**src/rtl/pwm_wave_pkg.sv**
```systemverilog
// Shared mode encoding for the multi-channel PWM waveform generator.
package pwm_wave_pkg;

  typedef enum logic [1:0] {
    MODE_SQUARE     = 2'd0,
    MODE_SAW        = 2'd1,
    MODE_TRI        = 2'd2,
    MODE_INV_SQUARE = 2'd3
  } pwm_mode_e;

endpackage

```
**src/rtl/pwm_wave_ch.sv**
```systemverilog
// One PWM channel: mode register, envelope-to-duty mapping and registered compare.
module pwm_wave_ch
  import pwm_wave_pkg::*;
#(
  parameter int CNT_W = 6,
  parameter int IDX_W = 6
) (
  input  logic             sysclk,
  input  logic             rst_n,
  input  logic [CNT_W-1:0] count_i,
  input  logic [IDX_W-1:0] idx_i,
  input  logic             wrap_i,
  input  logic             en_i,
  input  logic [1:0]       mode_i,
  output logic             pulse_o
);

  localparam logic [CNT_W:0] FULL = {1'b1, {CNT_W{1'b0}}};

  pwm_mode_e        mode_q, mode_d;
  logic             pulse_q, pulse_d;
  logic [CNT_W:0]   duty;
  logic [CNT_W-1:0] saw_v, tri_v;
  logic [IDX_W-2:0] tri_t;

  // Triangle folds the upper half of the frame back down.
  assign tri_t = idx_i[IDX_W-1] ? ~idx_i[IDX_W-2:0] : idx_i[IDX_W-2:0];

  generate
    if (IDX_W >= CNT_W) begin : g_saw_trunc
      assign saw_v = idx_i[IDX_W-1 -: CNT_W];
    end else begin : g_saw_shl
      assign saw_v = {idx_i, {(CNT_W-IDX_W){1'b0}}};
    end
    if (IDX_W - 1 >= CNT_W) begin : g_tri_trunc
      assign tri_v = tri_t[IDX_W-2 -: CNT_W];
    end else begin : g_tri_shl
      assign tri_v = {tri_t, {(CNT_W-IDX_W+1){1'b0}}};
    end
  endgenerate

  always_comb begin
    mode_d = wrap_i ? pwm_mode_e'(mode_i) : mode_q;
    duty   = '0;
    case (mode_q)
      MODE_SQUARE:     duty = idx_i[IDX_W-1] ? '0 : FULL;
      MODE_SAW:        duty = {1'b0, saw_v};
      MODE_TRI:        duty = {1'b0, tri_v};
      MODE_INV_SQUARE: duty = idx_i[IDX_W-1] ? FULL : '0;
      default:         duty = '0;
    endcase
    // Duty is one bit wider than count so that FULL yields a constant high.
    pulse_d = ({1'b0, count_i} < duty) & en_i;
  end

  always_ff @(posedge sysclk or negedge rst_n) begin
    if (!rst_n) begin
      mode_q  <= MODE_SQUARE;
      pulse_q <= 1'b0;
    end else begin
      mode_q  <= mode_d;
      pulse_q <= pulse_d;
    end
  end

  assign pulse_o = pulse_q;

endmodule

```
**src/rtl/pwm_wave_gen.sv**
```systemverilog
// Multi-channel PWM generator: shared prescaler, carrier counter and envelope
// index driving NUM_CH independent mode/duty channels.
module pwm_wave_gen
  import pwm_wave_pkg::*;
#(
  parameter int CNT_W   = 6,
  parameter int IDX_W   = 6,
  parameter int NUM_CH  = 2,
  parameter int PRESC_W = 8
) (
  input  logic                sysclk,
  input  logic                rst_n,
  input  logic [PRESC_W-1:0]  div,
  input  logic [NUM_CH-1:0]   enable,
  input  logic [2*NUM_CH-1:0] mode,
  output logic [NUM_CH-1:0]   pulse,
  output logic                frame_sync
);

  logic [PRESC_W-1:0] presc_q, presc_d;
  logic [CNT_W-1:0]   count_q, count_d;
  logic [IDX_W-1:0]   idx_q, idx_d;
  logic               frame_q, frame_d;
  logic               tick, wrap;

  always_comb begin
    // >= rather than == so a lowered div never waits for presc to roll over.
    tick    = (presc_q >= div);
    wrap    = tick & (&count_q);
    presc_d = tick ? '0 : presc_q + 1'b1;
    count_d = tick ? count_q + 1'b1 : count_q;
    idx_d   = wrap ? idx_q + 1'b1 : idx_q;
    frame_d = wrap & (&idx_q);
  end

  always_ff @(posedge sysclk or negedge rst_n) begin
    if (!rst_n) begin
      presc_q <= '0;
      count_q <= '0;
      idx_q   <= '0;
      frame_q <= 1'b0;
    end else begin
      presc_q <= presc_d;
      count_q <= count_d;
      idx_q   <= idx_d;
      frame_q <= frame_d;
    end
  end

  assign frame_sync = frame_q;

  generate
    for (genvar c = 0; c < NUM_CH; c++) begin : g_ch
      pwm_wave_ch #(
        .CNT_W (CNT_W),
        .IDX_W (IDX_W)
      ) u_ch (
        .sysclk  (sysclk),
        .rst_n   (rst_n),
        .count_i (count_q),
        .idx_i   (idx_q),
        .wrap_i  (wrap),
        .en_i    (enable[c]),
        .mode_i  (mode[2*c +: 2]),
        .pulse_o (pulse[c])
      );
    end
  endgenerate

endmodule

```
**config.mk**
```make
export PLATFORM = sky130hd
export DESIGN_NAME = pwm_wave_gen
export DESIGN_NICKNAME = d
export VERILOG_FILES = /design/src/rtl/pwm_wave_pkg.sv /design/src/rtl/pwm_wave_ch.sv /design/src/rtl/pwm_wave_gen.sv
export SDC_FILE = /design/constraint.sdc
export NUM_CORES = 1
export LEC_CHECK = 0
export ABC_AREA = 1
export CAP_MARGIN = 40
export CORE_MARGIN = 8
export CORE_UTILIZATION = 60
export CTS_CLUSTER_DIAMETER = 200
export DETAILED_ROUTE_END_ITERATION = 16
export GPL_ROUTABILITY_DRIVEN = 0
export PLACE_DENSITY = 0.83
export SLEW_MARGIN = 20
export SYNTH_ARGS = -nofsm -noshare
export SYNTH_HDL_FRONTEND = slang
export SYNTH_SLANG_ARGS = --single-unit
```
**constraint.sdc**
```tcl
create_clock -name sysclk -period 4.91 [get_ports sysclk]
set_input_delay 0.982 -clock sysclk [delete_from_list [all_inputs] [get_ports sysclk]]
set_output_delay 0.982 -clock sysclk [all_outputs]
set_load 0.01 [all_outputs]
```
==> run_results.csv <==
group,metric,value,unit
floorplan,die_w,73.60,um
cts,ctsHtreeMaxLevel,1,
timing,tightestPinTransition,0.8036,ns
layout,layout-drive-gt1-share,7.722,%
pwr,seq_power_share,43.9,%
yosys,synth.area.top_cells,"dfrtp_1 (34%), ha_1 (14%), nand2_1 (11%)",
global_routing,first_global_vias,1455,
timing,finalSetupTns,0,ns
cts,cts_sinks,27,
timing,fin_worst_skew,0.003804,ns
timing,hold_viol,0,
global_routing,grt_max_degree,32,
timing,drv_slew,0,
drt,first_pass_iters,4,
yosys,synth_edf_count,0,
yosys,ys_ff_latch,27,
floorplan,die_area,5417,um^2
layout,n_antenna_cell,0,
timing,fin_crit_sh,51.68,%
drt,drc,0,
worst_setup_path,critPathRequiredTime,5.19,ns
yosys,synth_common_cells,"nand2_1 (56), inv_1 (34), dfrtp_1 (27)",
status,outcome,"complete, no violations",
pwr,p_leak,0.001134,uW
worst_hold_path,holdPathStages,1,
floorplan,coreArea,3258,um^2
cts,clockBufferDepth,2,
drt,vias_per_cell,5.262,
timing,rsz0062_at_grt,"false",
global_routing,grt_pass1_wl,6.327,mm
drt,drt-total-wl,3.624,mm
worst_setup_path,cp_data_arrival_time,2.82,ns
yosys,syn_area,1991,um^2
drt,wl_met3,120,um
cts,clkSlewWorstSetupHoldPaths,0.15,ns
cts,cts_tree,"done",
cts,cts-hold-fix-buffers,0,
global_routing,gr-usage-all-layers,14.57,%
floorplan,pin_count,19,
pwr,p_sw_share,42.36,%
layout,stdcell_area,2190,um^2
layout,synthToLayoutAreaGrowth,9.994,%
layout,n_fill_cell,297,
timing,min_period,2.538,ns
drt,highest_layer,"met4",
job,cap_viol_max_count,0,
timing,finalSetupViolations,0,
yosys,synth_most_common_cell,"nand2_1",
timing,slew_headroom,46.13,%
placed_design,placed_area,2162,um^2
yosys,synth.distinct_cells,28,
drt,drt-met1-wl,1.700,mm
yosys,synthFlopType,"dfrtp_1",
yosys,syn_nets,283,
pwr,comb_power_share,43.4,%
timing,setup_slack,2.373,ns
placed_design,dp_hpwl,2.867,mm
yosys,ys_async_sr_fraction,100.0,%
yosys,yosysSeqAreaShare,33.94,%
pwr,p_int,447.5,uW
drt,met2_length,1.736,mm
pwr,clkPwrFrac,12.6,%
cts,clk_latency,0.33,ns
layout,fin_nets,298,
placed_design,place_ws,2.013,ns
yosys,ys_warn_count,0,
pwr,irDropWorstVdd,0.1867,mV
global_routing,antenna_found_initial,0,
yosys,synth_top_cell_by_area,"dfrtp_1",
pwr,power_switching,328.9,uW
cts,post_cts_buffers,0,
worst_setup_path,startpoint_type,"input port",
worst_setup_path,crit_type,"in2reg",
drt,drtIter0Drc,94,
placed_design,portBuffers,18,
cts,cts-root-buf,"clkbuf_4",
yosys,synth_top_area_share,33.94,%
cts,cts_resized,0,
drt,final_antenna_net_count,0,
drt,post_drt_wl_per_cell,11.88,um
cts,numCtsBuffers,3,
floorplan,start_util,61.10,%
worst_setup_path,worstPathMaxFanout,31,
pwr,power_density,354.6,nW/um^2
timing,fmax,394.1,MHz
yosys,syn_area_per_cell,8.125,um^2
yosys,synth_cells,245,
drt,vias,1605,
worst_hold_path,hold_path_class,"reg2reg",
floorplan,rows,21,
worst_setup_path,cp-end-kind,"flip-flop",
floorplan,die_h,73.60,um
global_routing,grt_remaining_overflow,0,
layout,fin_util,67.20,%
worst_setup_path,reg2reg_depth,8,
flip-flops by register name, summed over array words and instances (netlist names):
signal / cells
presc_q: 8
count_q: 6
idx_q: 6
g_ch.u_ch.mode_q: 4
g_ch.u_ch.pulse_o: 2
frame_sync: 1
routing by layer:
metal / vias to the layer above / GRT usage (%)
li1: 828 / -
met1: 741 / 17.77
met3: 9 / 2.729
met5: - / 0
met2: 27 / 24.11
met4: 0 / 6.430
cells by family (layout without fill, tap and decap cells):
group	after synthesis	in the layout	synth area share, %
XOR/XNOR	11	11	4.840
flip-flops	27	27	33.94
adder cells (fa/ha/maj)	22	22	13.83
AO/OA/AOI/OAI	25	25	7.794
buffers and inverters	44	58	10.31
AND/OR/NAND/NOR	116	116	29.29
cells in the final DEF, fill, tap and decap left out:
master and n:
nor2_2 1, nand4_4 1, nand2_1 56, clkinv_2 1, inv_2 1, nor3_1 2, nand3_1 20, nand2_4 1
dfrtp_1 27, a22oi_1 8, nor3_2 6, xor2_1 11, clkdlybuf4s50_1 18, nand4_1 5, nor2_4 2, inv_1 34
nor2_1 16, o21ai_1 4, a22o_1 2, nand2_2 2, nor3b_1 1, a21oi_1 7, ha_1 22, nand3_4 1
and3_1 2, buf_4 1, o21ai_0 3, a21o_1 1, clkbuf_4 3
through the flow:
stage | hold slack, ns | power (uW) | instances
2_1_floorplan | 0.4514 | 614.7 | 245
3_3_place_gp | 0.4988 | 667.9 | 301
3_5_place_dp | 0.4960 | 687.1 | 301
4_1_cts | 0.5171 | 786.6 | 305
5_1_grt | 0.5459 | 859.3 | 305
6_report | 0.5203 | 776.4 | 305
final timing paths:
| check | start | to | slack, ns |
|---|---|---|---|
| worst max register to register | count_q[1] | idx_q[4] | 2.82 |
| worst max-delay path | div[7] | g_ch[1].u_ch.mode_q[1] | 2.37 |
| min in group asynchronous | rst_n | count_q[3] | 1.01 |
| worst min register to register | presc_q[0] | presc_q[0] | 0.52 |
| worst min-delay path | presc_q[0] | presc_q[0] | 0.52 |
| max in group asynchronous | rst_n | presc_q[5] | 3.65 |
cell type report:
cell class	count	area (um^2)	area share [%]
clock buffer	3	22.52	1.029
clock inverter	1	5.005	0.2286
inverter	35	131.4	6.000
multi-input combinational	174	1110	50.69
sequential	27	675.6	30.86
tap	46	57.56	2.629
timing repair buffer	19	187.7	8.571
power by group through the flow:
stage	registers (uW)	logic (uW)	clock network (uW)
after floorplan	325	290	0
after global placement	344	324	0
after detailed placement	346	341	0
after CTS	341	344	102
after global routing	348	398	113
final	341	337	98.0
critical path, stage by stage:
cell and delay (ns):
clkdlybuf4s50_1 0.45, inv_1 0.04, ha_1 0.31, a21o_1 0.22, nor2_4 0.14, nand3_4 0.32
nand2_4 0.22, nand2_1 0.08, nand2_1 0.06
(Power assumes the default switching activity.)
